<file path="src/rtl/muldiv_unit.sv">
// Iterative RV32M multiply/divide unit for the EX stage.
// Radix-2 shift-add multiply and restoring divide, 32 iterations per operation.
//
// state | meaning
// IDLE  | waiting for Start; StallReq follows Start & ~Flush
// CALC  | one multiplier/quotient bit per cycle, pipeline frozen
// DONE  | MdOut just written, Done high for this cycle only
module muldiv_unit (
  input  logic        clk,
  input  logic        rst_n,
  input  logic        Start,
  input  logic [2:0]  MdOp,
  input  logic [31:0] Operand1,
  input  logic [31:0] Operand2,
  input  logic        Flush,
  output logic        StallReq,
  output logic        Done,
  output logic [31:0] MdOut
);

  typedef enum logic [1:0] {IDLE, CALC, DONE} state_t;

  state_t      state;
  logic [2:0]  op_q;
  logic [31:0] a_q;
  logic [31:0] b_q;
  logic [63:0] acc;
  logic [4:0]  cnt;
  logic        neg_q;
  logic        neg_r;
  logic        div0;

  logic        signed_a;
  logic        signed_b;
  logic        neg_a;
  logic        neg_b;
  logic [32:0] mul_sum;
  logic [63:0] mul_nxt;
  logic [32:0] div_shift;
  logic [32:0] div_diff;
  logic [63:0] div_nxt;
  logic [63:0] acc_nxt;
  logic [63:0] prod;
  logic [31:0] quo;
  logic [31:0] rem;
  logic [31:0] result;

  assign signed_a = (MdOp == 3'd1) || (MdOp == 3'd2) || (MdOp == 3'd4) || (MdOp == 3'd6);
  assign signed_b = (MdOp == 3'd1) || (MdOp == 3'd4) || (MdOp == 3'd6);
  assign neg_a    = signed_a & Operand1[31];
  assign neg_b    = signed_b & Operand2[31];

  assign StallReq = (Start && (state == IDLE) && !Flush) || (state == CALC);

  // multiply: multiplier in b_q shifts out LSB first, product enters from the top
  assign mul_sum = {1'b0, acc[63:32]} + (b_q[0] ? {1'b0, a_q} : 33'd0);
  assign mul_nxt = {mul_sum, acc[31:1]};

  // divide: dividend in a_q shifts out MSB first; acc = {remainder, quotient}
  assign div_shift = {acc[63:32], a_q[31]};
  assign div_diff  = div_shift - {1'b0, b_q};
  assign div_nxt   = div_diff[32] ? {div_shift[31:0], acc[30:0], 1'b0}
                                  : {div_diff[31:0], acc[30:0], 1'b1};

  assign acc_nxt = op_q[2] ? div_nxt : mul_nxt;

  // zero divisor yields all-ones quotient; remainder naturally restores to the dividend
  assign prod = neg_q ? -acc_nxt : acc_nxt;
  assign quo  = div0 ? 32'hFFFF_FFFF : (neg_q ? -acc_nxt[31:0] : acc_nxt[31:0]);
  assign rem  = neg_r ? -acc_nxt[63:32] : acc_nxt[63:32];

  always_comb begin
    result = 32'd0;
    case (op_q)
      3'd0:                result = prod[31:0];
      3'd1, 3'd2, 3'd3:    result = prod[63:32];
      3'd4, 3'd5:          result = quo;
      default:             result = rem;
    endcase
  end

  always_ff @(posedge clk or negedge rst_n) begin
    if (!rst_n) begin
      state <= IDLE;
      op_q  <= 3'd0;
      a_q   <= 32'd0;
      b_q   <= 32'd0;
      acc   <= 64'd0;
      cnt   <= 5'd0;
      neg_q <= 1'b0;
      neg_r <= 1'b0;
      div0  <= 1'b0;
      Done  <= 1'b0;
      MdOut <= 32'd0;
    end else if (Flush) begin
      state <= IDLE;
      Done  <= 1'b0;
    end else begin
      case (state)
        IDLE: begin
          Done <= 1'b0;
          if (Start) begin
            op_q  <= MdOp;
            a_q   <= neg_a ? -Operand1 : Operand1;
            b_q   <= neg_b ? -Operand2 : Operand2;
            neg_q <= neg_a ^ neg_b;
            neg_r <= neg_a;
            div0  <= (Operand2 == 32'd0);
            acc   <= 64'd0;
            cnt   <= 5'd0;
            state <= CALC;
          end
        end
        CALC: begin
          acc <= acc_nxt;
          if (op_q[2]) a_q <= {a_q[30:0], 1'b0};
          else         b_q <= {1'b0, b_q[31:1]};
          if (cnt == 5'd31) begin
            MdOut <= result;
            Done  <= 1'b1;
            state <= DONE;
          end else begin
            cnt <= cnt + 5'd1;
          end
        end
        default: begin
          Done  <= 1'b0;
          state <= IDLE;
        end
      endcase
    end
  end

endmodule

</file>
<file path="config.mk">
export PLATFORM = sky130hd
export DESIGN_NAME = muldiv_unit
export DESIGN_NICKNAME = d
export VERILOG_FILES = /design/src/rtl/muldiv_unit.sv
export SDC_FILE = /design/constraint.sdc
export NUM_CORES = 1
export LEC_CHECK = 0
export CAP_MARGIN = 20
export CELL_PAD_IN_SITES_DETAIL_PLACEMENT = 2
export CELL_PAD_IN_SITES_GLOBAL_PLACEMENT = 2
export CORE_MARGIN = 3
export CORE_UTILIZATION = 36
export CTS_CLUSTER_DIAMETER = 200
export DETAILED_ROUTE_END_ITERATION = 10
export PLACE_DENSITY = 0.88
export SYNTH_ARGS = -nofsm -noshare
export SYNTH_HDL_FRONTEND = slang
export SYNTH_SLANG_ARGS = --single-unit
</file>
<file path="constraint.sdc">
create_clock -name clk -period 6.5 [get_ports clk]
set_input_delay 1.3 -clock clk [delete_from_list [all_inputs] [get_ports clk]]
set_output_delay 1.3 -clock clk [all_outputs]
set_load 0.1 [all_outputs]
</file>
==> impl_results.md <==
* Final WS setup at 0.268 ns
* Synth top area share at 0.274
* Die footprint at 46800 sq um
* Final ANT Viol Nets at 0
* Part of the power in the clock network at 0.135
* Core area at 43400 sq um
* Top-Level Pins at 105
* Crit path arrival time at 6.59 ns
* Syn_nets at 2244
* Register bit total from synthesis at 174
* Leading area contributor after synthesis: dfrtp_1
* Area grow syn2layout at 14.3%
* Worst rel slew slack at 0.265
* Via count at 17100
* TritonRoute pass-1 iters at 5
* Clock-pin slew on the worst setup and hold paths at 0.08 ns
* Power Internal at 0.00360 W
* Setup TNS at 0 ns
* Switching Fraction at 0.545
* Final nets at 2299
* Required @ worst endpoint at 6.86 ns
* Largest net degree at the start of global routing at 106
* PortBufs at 104
* Cell area after synthesis at 15900 sq um
* Status: complete, no violations
* Logic pwr share at 0.662
* Sink Count at 174
* Cell variety after synth at 80
* Vias per cell at 6.19
* Max Clock Skew at 0.0138 ns
* Vias in the first global route at 18400
* # H-tree levels at 4
* Switching pwr at 0.00431 W
* Leak at 7.56 nW
* R2R setup slack at 0.27 ns
* Setup crit start: a_q[31]
* All-Layer GR Usage at 0.301
* Syn Inst Count at 2100
* Mean Syn Cell Area at 7.58 sq um
* Dpl hpwl at 53900 microns
* Initial DRC count at 1426
* Most frequent cell after synthesis: nand2_1
* Max IR drop VDD at 180 uV
* Post-CTS Setup Bufs at 0
* Initial antenna violation count at 0
* Clock period minus worst slack at 6.23 ns
* Post-CTS Hold Fix Bufs at 0
* Share of layout cells above drive strength 1 at 0.0558
* Cells after DPL at 2720
* Flop pwr share at 0.203
* RR Endpoint: MdOut[24]
* FFs w/ async S/R, synth at 1.00
* Part of the Yosys area used for sequential elements at 0.274
* Starting Density at 0.367
* CTS tree: done
* CTS Buf Count at 17
* CP max FO at 17
* Die Width at 216 microns
* Top_reg_cell synth: dfrtp_1
* Slew Limit Fails at 0
* Residual DRC at 0
* Fmax achieved at 160 MHz
* Hold Crit Class: register to register
* Reg2reg start: a_q[31]
* Synth Warn # at 0
* Max cap viols at 0
* Placer Congestion at 0.990
* Synth top cells by count: nand2_1 (282), o21ai_0 (225), a21oi_1 (204)
* Clock buffer depth at 2
* Synth top area cells: dfrtp_1 (27%), o21ai_0 (7.1%), nand2_1 (6.6%)
* Worst-case hold slack at 0.488 ns
* Total power draw at 0.00791 W
* CP Capture Point: MdOut[24]
* Worst slew pin tran at 1.07 ns
* Number of flops mapped to enable cells by yosys at 0
* Clock insertion delay at the later pin of the skew report at 0.48 ns
* Num rows at 76
* Critical path class: register to register
* Die height at 216 microns
* Setup violations, final at 0
* Fin crit share at 0.959
* Grt total ovfl at 0
* Pwr dens at 435 nW/um^2
* Worst reg-to-reg path cell count at 23
* Placement Setup Slack at 0.516 ns
* First-pass GRT wire length at 111000 microns
* Endpoint class of the critical path: register
* Routed wire per std cell at 25.8 microns
* Root Driver: clkbuf_16
* RSZ-0062 raised after global routing: no
* Final Hold Fails at 0
* Final WL at 71100 microns
* CP startpoint kind: register
* Final non-filler cell total at 2755
[worst max-delay path: stages (launching register included)]
cell and delay (ns):
dfrtp_1 0.36, inv_1 0.08, ha_1 0.21, inv_1 0.09
fa_1 0.26, a211oi_1 0.12, o21ai_1 0.37, a21oi_1 0.21
o21a_1 0.28, o21a_1 0.28, buf_4 0.24, xnor2_2 0.82
mux2_2 0.46, o21ai_0 0.45, inv_1 0.19, ha_1 0.31
nand2_1 0.12, nor4_2 0.04, buf_4 0.21, nand3_1 0.26
o31ai_1 0.16, xnor2_1 0.18, a221oi_1 0.34, o21ai_1 0.09
[power by group through the flow]
stage / Sequential, W / Clock, W / Combinational (W)
after floorplan: 0.00143 / 0 / 0.00334
after CTS: 0.00160 / 0.00108 / 0.00509
after global routing: 0.00162 / 0.00112 / 0.00559
after global placement: 0.00159 / 0 / 0.00483
after detailed placement: 0.00162 / 0 / 0.00501
final: 0.00161 / 0.00107 / 0.00523
[sequential cells by signal, summed over array words and instances, names as in the netlist]
signal	cells
Done	1
op_q	3
acc	64
neg_r	1
a_q	32
MdOut	32
neg_q	1
state	2
div0	1
cnt	5
b_q	32
[layout by cell type (no fill, tap or decap), drive strengths merged, types with 66 or more instances in the layout]
| master | netlist | layout |
|---|---|---|
| xnor2 | 98 | 98 |
| nand2 | 282 | 282 |
| dfrtp | 174 | 174 |
| inv | 63 | 66 |
| nor2 | 189 | 189 |
| ha | 71 | 71 |
| clkdlybuf4s50 | 0 | 103 |
| a21oi | 204 | 204 |
| xor2 | 80 | 80 |
| o21ai | 229 | 229 |
[worst min-delay path by stage]
stage / startpoint / end / slack, ns / depth (start not counted)
floorplan: a_q[0] / a_q[0] / 0.46 / 2
global placement: MdOut[7] / MdOut[7] / 0.46 / 1
detailed placement: MdOut[0] / MdOut[0] / 0.48 / 1
CTS: MdOut[0] / MdOut[0] / 0.49 / 1
global route: MdOut[0] / MdOut[0] / 0.52 / 1
finish: MdOut[0] / MdOut[0] / 0.49 / 1
[layer usage]
layer / part of all wire / GRT usage / routed length [microns] / vias to the layer above
met3: 0.055 / 0.0423 / 3890 / 130
met5: 0 / 0 / 0 / -
met1: 0.44 / 0.400 / 31300 / 8751
met4: 0.035 / 0.109 / 2490 / 0
li1: - / - / - / 7673
met2: 0.47 / 0.500 / 33400 / 513
[kinds of logic after synthesis]
| group | count (synthesis) | synth area share |
|---|---|---|
| muxes | 61 | 0.0391 |
| AOI/OAI and AO/OA | 694 | 0.271 |
| xor gates and xnor gates | 178 | 0.0989 |
| adders and majority gates | 73 | 0.0583 |
| buffers and inverters | 177 | 0.0427 |
| DFF | 174 | 0.274 |
| and+or+nand+nor | 743 | 0.216 |
[metrics by stage]
stage / utilization / cell area, sq um
6_report: 0.420 / 18200
4_1_cts: 0.419 / 18200
2_1_floorplan: - / 15900
5_1_grt: 0.420 / 18200
3_5_place_dp: 0.406 / 17600
3_3_place_gp: 0.406 / 17600
[layout make-up]
cell class,instances,area (sq um)
multi-input cells,1749,10900
flip-flops and latches,174,4360
inverters,66,248
diodes,2,5.00
well taps,585,732
clock inverters,8,78.8
clock buffers,24,482
fillers,5045,25200
repair buffers,147,1380
[repair_timing]
item / 4_1_cts / 5_1_grt
gates resized for setup: 0 / 2
hold endpoints to repair: 0 / 0
setup endpoints to repair: 0 / 2
Power figures use the tool's default switching activity.
